## src/rtl/multi_prescale_counter.sv

```systemverilog
// Multi-channel event counter.
// Each channel has its own runtime prescaler divisor, terminal limit and wrap/saturate mode.
module multi_prescale_counter #(
  parameter int N_CH      = 4,
  parameter int WIDTH     = 32,
  parameter int PRE_WIDTH = 8,
  localparam int CH_W     = (N_CH > 1) ? $clog2(N_CH) : 1
) (
  input  logic                  Clk,
  input  logic                  Reset,
  input  logic [N_CH-1:0]       En,
  input  logic [N_CH-1:0]       Clr,
  input  logic                  Ld_we,
  input  logic [CH_W-1:0]       Ld_ch,
  input  logic [PRE_WIDTH-1:0]  Ld_div,
  input  logic [WIDTH-1:0]      Ld_limit,
  input  logic                  Ld_mode,
  output logic [N_CH*WIDTH-1:0] Count,
  output logic [N_CH-1:0]       Tc
);

  logic [WIDTH-1:0]     cnt  [N_CH];
  logic [PRE_WIDTH-1:0] pre  [N_CH];
  logic [PRE_WIDTH-1:0] div  [N_CH];
  logic [WIDTH-1:0]     lim  [N_CH];
  logic                 mode [N_CH];

  always_ff @(posedge Clk or negedge Reset) begin
    if (!Reset) begin
      for (int unsigned i = 0; i < N_CH; i++) begin
        cnt[i]  <= '0;
        pre[i]  <= '0;
        div[i]  <= '0;
        lim[i]  <= '1;
        mode[i] <= 1'b0;
      end
      Tc <= '0;
    end else begin
      for (int unsigned i = 0; i < N_CH; i++) begin
        Tc[i] <= 1'b0;
        if (Clr[i]) begin
          cnt[i] <= '0;
          pre[i] <= '0;
        end else if (En[i]) begin
          if (pre[i] == div[i]) begin
            pre[i] <= '0;
            if (!mode[i]) begin
              if (cnt[i] >= lim[i]) begin
                cnt[i] <= '0;
                Tc[i]  <= 1'b1;
              end else begin
                cnt[i] <= cnt[i] + WIDTH'(1);
              end
            end else if (cnt[i] < lim[i]) begin
              cnt[i] <= cnt[i] + WIDTH'(1);
              Tc[i]  <= ((cnt[i] + WIDTH'(1)) == lim[i]);
            end
          end else begin
            pre[i] <= pre[i] + PRE_WIDTH'(1);
          end
        end
        // Placed last so a load restarts the prescaler even when a step or clear hits the same edge.
        if (Ld_we && (Ld_ch == CH_W'(i))) begin
          div[i]  <= Ld_div;
          lim[i]  <= Ld_limit;
          mode[i] <= Ld_mode;
          pre[i]  <= '0;
        end
      end
    end
  end

  always_comb begin
    Count = '0;
    for (int unsigned i = 0; i < N_CH; i++) begin
      Count[i*WIDTH +: WIDTH] = cnt[i];
    end
  end

endmodule

```

## config.mk

```make
export PLATFORM = sky130hd
export DESIGN_NAME = multi_prescale_counter
export DESIGN_NICKNAME = d
export VERILOG_FILES = /design/src/rtl/multi_prescale_counter.sv
export SDC_FILE = /design/constraint.sdc
export NUM_CORES = 1
export LEC_CHECK = 0
export ABC_AREA = 1
export CORE_UTILIZATION = 60
export CTS_BUF_LIST = sky130_fd_sc_hd__clkbuf_8
export DETAILED_ROUTE_END_ITERATION = 7
export GPL_TIMING_DRIVEN = 0
export MAX_ROUTING_LAYER = met4
export PLACE_DENSITY = 0.82
export SYNTH_ARGS = -nofsm -noshare
export SYNTH_HDL_FRONTEND = slang
export SYNTH_SLANG_ARGS = --single-unit
```

## constraint.sdc

```tcl
create_clock -name Clk -period 7.5 [get_ports Clk]
set_clock_uncertainty 0.1 [all_clocks]
set_input_delay 1.125 -clock Clk [delete_from_list [all_inputs] [get_ports Clk]]
set_output_delay 1.125 -clock Clk [all_outputs]
set_load 0.02 [all_outputs]
```

Word level (Yosys, flattened, before mapping)

Cells that the tools add are included.

Flip-flop bits (word level): 328
Word-level logic and storage cells: 137

Add/subtract/negate cells: 8
Magnitude comparators: 8
Equal/unequal tests: 15
Muxes and demuxes: 64
Reductions and logical operators: 21

Operators by type and width:

| cell                                                                     | number |
|---|---|
| 32-bit two-way mux                                                       | 24 |
| 32-bit by 1-bit adder with 32-bit output (second input constant)         | 4 |
| 32-bit == test                                                           | 4 |
| 32-bit >= comparator                                                     | 4 |
| 32-bit less-than comparator                                              | 4 |
| 8-bit two-way mux                                                        | 16 |
| 8-bit by 1-bit adder with 8-bit output (second input constant)           | 4 |
| 8-bit == test                                                            | 4 |
| 1-bit two-way mux                                                        | 24 |
| 2-bit nonzero test                                                       | 8 |
| 3-bit by 2-bit inequality test with 1-bit output (second input constant) | 4 |
| 3-bit AND reduction                                                      | 4 |
| 3-bit nonzero test                                                       | 4 |
| 2-bit == test (second input constant)                                    | 2 |
| 1-bit logical AND                                                        | 4 |
| 2-bit by 1-bit == test with 1-bit output (second input constant)         | 1 |
| 2-bit zero test                                                          | 1 |

Depth between registers and ports, before layout

Depth in word-level cells: 7
Gate-level depth with buffers: 18

Worst setup path after synthesis

OpenSTA, ideal clock, no wires.

Path type: input port to flip-flop
Start: input port Clr[3]
End: register pre[7] in the netlist's numbering
Library setup time: 0.077 ns
Arrival time: 2.265 ns
Required time: 7.323 ns
Slack: 5.058 ns
Stages on the path: 8
Cells stage by stage: inv_1 > nand2_1 > or2_2 > clkbuf_1 > nand3_1 > nor2_1 > or2_2 > a21oi_1

Word-level cells in the longest chain between the ends: 2
Elaborated cells on any way between the ends: 3
Those cells by class: 2 x mux; 1 x reduce/logical

Ends and longest elaborated chain:

| item                            | line | RTL |
|---|---|---|
| from (decl)                     | 12   | `input logic [N_CH-1:0] Clr,` |
| 8-bit two-way mux               | 41   | `if (Clr[i]) begin` |
| 8-bit two-way mux               | 63   | `if (Ld_we && (Ld_ch == CH_W'(i))) begin` |
| to (signal, indexed assignment) | 59   | `pre[i] <= pre[i] + PRE_WIDTH'(1);` |
| to (decl)                       | 23   | `logic [PRE_WIDTH-1:0] pre [N_CH];` |

Several ways; a longest one is shown, not always the timed one.
A chain may end at the register's enable or synchronous reset.

Worst setup path in the final report

Start: register lim[127] in the netlist's numbering
End: register cnt, in the netlist Count[4]

Word-level cells in the longest chain between the ends: 6
Elaborated cells on any way between the ends: 9
Those cells by class: 2 x order compare; 1 x eq/ne; 5 x mux; 1 x reduce/logical

Ends and longest elaborated chain:

| item                              | line | RTL |
|---|---|---|
| from (decl)                       | 25   | `logic [WIDTH-1:0] lim [N_CH];` |
| from (signal, indexed assignment) | 65   | `lim[i] <= Ld_limit;` |
| 32-bit >= comparator              | 48   | `if (cnt[i] >= lim[i]) begin` |
| 32-bit two-way mux                | 48   |  |
| 32-bit two-way mux                | 47   | `if (!mode[i]) begin` |
| 32-bit two-way mux                | 45   | `if (pre[i] == div[i]) begin` |
| 32-bit two-way mux                | 44   | `end else if (En[i]) begin` |
| 32-bit two-way mux                | 41   |  |
| to (signal, indexed assignment)   | 52   | `cnt[i] <= cnt[i] + WIDTH'(1);` |
| to (signal, indexed assignment)   | 55   | `cnt[i] <= cnt[i] + WIDTH'(1);` |
| to (decl)                         | 22   | `logic [WIDTH-1:0] cnt [N_CH];` |

Several ways; a longest one is shown, not always the timed one. The select of a mux whose other input is x is not followed.

==> impl_metrics.toml <==
[status]
status = "complete, no violations"

[floorplanning]
die-height_um = 197
num_rows = 71
io_pins = 186
die-area_sq_mm = 0.0390
die_w_um = 197
start_util_pct = 60.9
core-area_sq_mm = 0.0376

[hold_path]
hp-class = "in -> async"

[sta]
setup_viol = 0
hold_violations = 0
tightest_slew_ns = 0.821
max_freq_mhz = 307
whs_ns = 0.315
rsz0062_at_grt = "no"
min_period_over_period_pct = 43.4
layout_min_cycle_time_ns = 3.26
drv_slew = 0
slew_headroom_pct = 45.3

[layout]
nets = 3806
syn_to_final_growth_pct = 16.9
fin_util_pct = 71.3
finalNonFillerCells = 4175
drive_gt1_share_pct = 9.01

[logic_synthesis]
ys_types = 39
synth_area_leaders = "dfrtp_1 (22%), nand2_1 (20%), dfstp_2 (15%)"
yosys_warnings = 0
synth_commonest_cells = "nand2_1 (1235), inv_1 (387), nor2_1 (289), nand3_1 (281), o21ai_0 (239)"
synth_edf_count = 0
ys.flop_type = "dfrtp_1"
async_flop_share_pct = 100
ys_seq_area_share_pct = 36.5
synthCells = 3369
synthesis.area_sq_mm = 0.0229
synthesis.nets = 3559
yosysTopAreaCell = "dfrtp_1"
yosys_register_bits = 328
synth.top_cell.area_share_pct = 21.9
syn_area_per_cell_sq_um = 6.80
post-synth-top-count-cell = "nand2_1"

[worst_setup_path]
critPathKind = "reg -> reg"
worst_setup_path_end_kind = "flip-flop"
crit_required_ns = 7.97
crit_path_max_fanout = 10
critPathArrivalTime_ns = 3.73
cp-start-kind = "flip-flop"

[clock_network]
post_cts_buffers = 0
cts_tree = "yes"
clock_tree.root_cell = "clkbuf_8"
clk_pin_slew_ns = 0.06
holdBufCountCts = 0
insertion_delay_ns = 0.66
max-clock-path-buffers = 3
cts_sinks = 328
htree_num_levels = 2
cts_buffers = 57
cts_resized = 0

[routing]
drtIter0Drc = 2081
wl_per_cell_um = 18.6
drt_first_pass_iters = 6
route.vias.total = 23893
viasPerCell = 5.72
drcViolationCount = 0
routed_wl_um = 77600
ant_nets = 0

[pwr]
peakVddDrop_mv = 0.164
p_per_area_mw_per_mm2 = 180
leakagePower_nw = 12.5

[global_routing]
grt_pass1_vias = 23008
grt_pass1_wl_um = 121000
grt_start_max_net_pins = 90
antenna_found_initial = 2
grt_overflow = 0
track_usage_pct = 41.2

[placement]
numPortBuffers = 185
routabilityCongestion = 1.05
place_inst = 4068
dp_hpwl_um = 60100

[flow_run]
cap_violations = 0
worst paths after layout:
| path | slack, ns | startpoint | cells past startpoint | to |
|---|---|---|---|---|
| worst min-delay path | 0.31 | Reset | 1 | Count[113] |
| worst min register to register | 0.39 | div[4] | 2 | div[4] |
| min in group Clk | 0.39 | div[4] | 2 | div[4] |
| max in group asynchronous | 5.26 | Reset | 4 | lim[103] |
| worst max-delay path | 4.24 | lim[127] | 13 | Count[4] |
| worst max register to register | 4.24 | lim[127] | 13 | Count[4] |
registers in the layout (all words and copies together) (netlist names):
name,cells
Count,128
lim,128
div,32
pre,32
Tc,4
mode,4
worst max-delay path: stages, from the launching register on:
cell	delay (ns)
dfstp_2	0.53
inv_1	0.07
ha_1	0.29
nand2_1	0.07
nor2_1	0.14
nand2_1	0.12
nor3_1	0.53
a21oi_2	0.22
nor2_1	0.15
nor2_2	0.10
nor2_2	0.26
buf_2	0.40
nand2_1	0.11
nand2_1	0.09
cell families (layout without fill, tap and decap cells):
family | count (synthesis) | count (layout) | share of synthesized area [%]
AND/OR/NAND/NOR | 1983 | 1983 | 36.7
buffers and inverters | 459 | 753 | 7.67
AO/OA/AOI/OAI | 408 | 408 | 9.20
flip-flops | 328 | 328 | 36.5
adder cells (fa/ha/maj) | 136 | 136 | 7.43
XOR/XNOR | 55 | 55 | 2.46
other | 0 | 1 | 0
area by class of cell:
type                    count  area, sq um
flip-flops and latches    328         8370
clock inverters            32          277
multi-input cells        2582        12800
well taps                 511          639
inverters                 396         1490
clock buffers              74         1020
diodes                      1         2.50
fillers                  3114        10800
plain buffers              63          270
repair buffers            188         1940
per-stage QoR:
step	worst slack [ns]	setup TNS, ns	cell area, sq um	power (mW)
CTS	4.30	0	26800	4.81
finish	4.24	0	26800	4.81
global route	4.02	0	26800	5.01
floorplan	5.06	0	22900	2.62
detailed placement	3.96	0	25500	2.95
global placement	-8.87	-2343.54	25400	2.91
per-layer routing:
| layer | up-vias | track usage (%) | routed length [um] |
|---|---|---|---|
| met5 | - | - | 0 |
| li1 | 11331 | - | - |
| met3 | 285 | 8.30 | 6880 |
| met1 | 11172 | 48.8 | 30100 |
| met4 | 0 | 23.7 | 4880 |
| met2 | 1105 | 65.4 | 35700 |
placed cells by master, fill, tap and decap left out, types with 29 or more instances in the layout:
master	n
nand2_1	1235
inv_1	402
nor2_1	289
nand3_1	281
o21ai_0	239
dfrtp_1	200
clkdlybuf4s50_1	184
ha_1	136
dfstp_2	128
a21oi_1	91
clkbuf_8	74
nand4_1	58
o21ai_1	51
clkbuf_1	37
xor2_1	29
where the power goes:
part           leakage (nW)  total, mW  switching (mW)  internal [mW]
sequential             4.08       2.15           0.145           2.01
clock                 0.714       1.87           0.812           1.06
combinational          7.75      0.791           0.510          0.280
total                  12.5       4.81            1.47           3.34
Power figures use the tool's default switching activity.
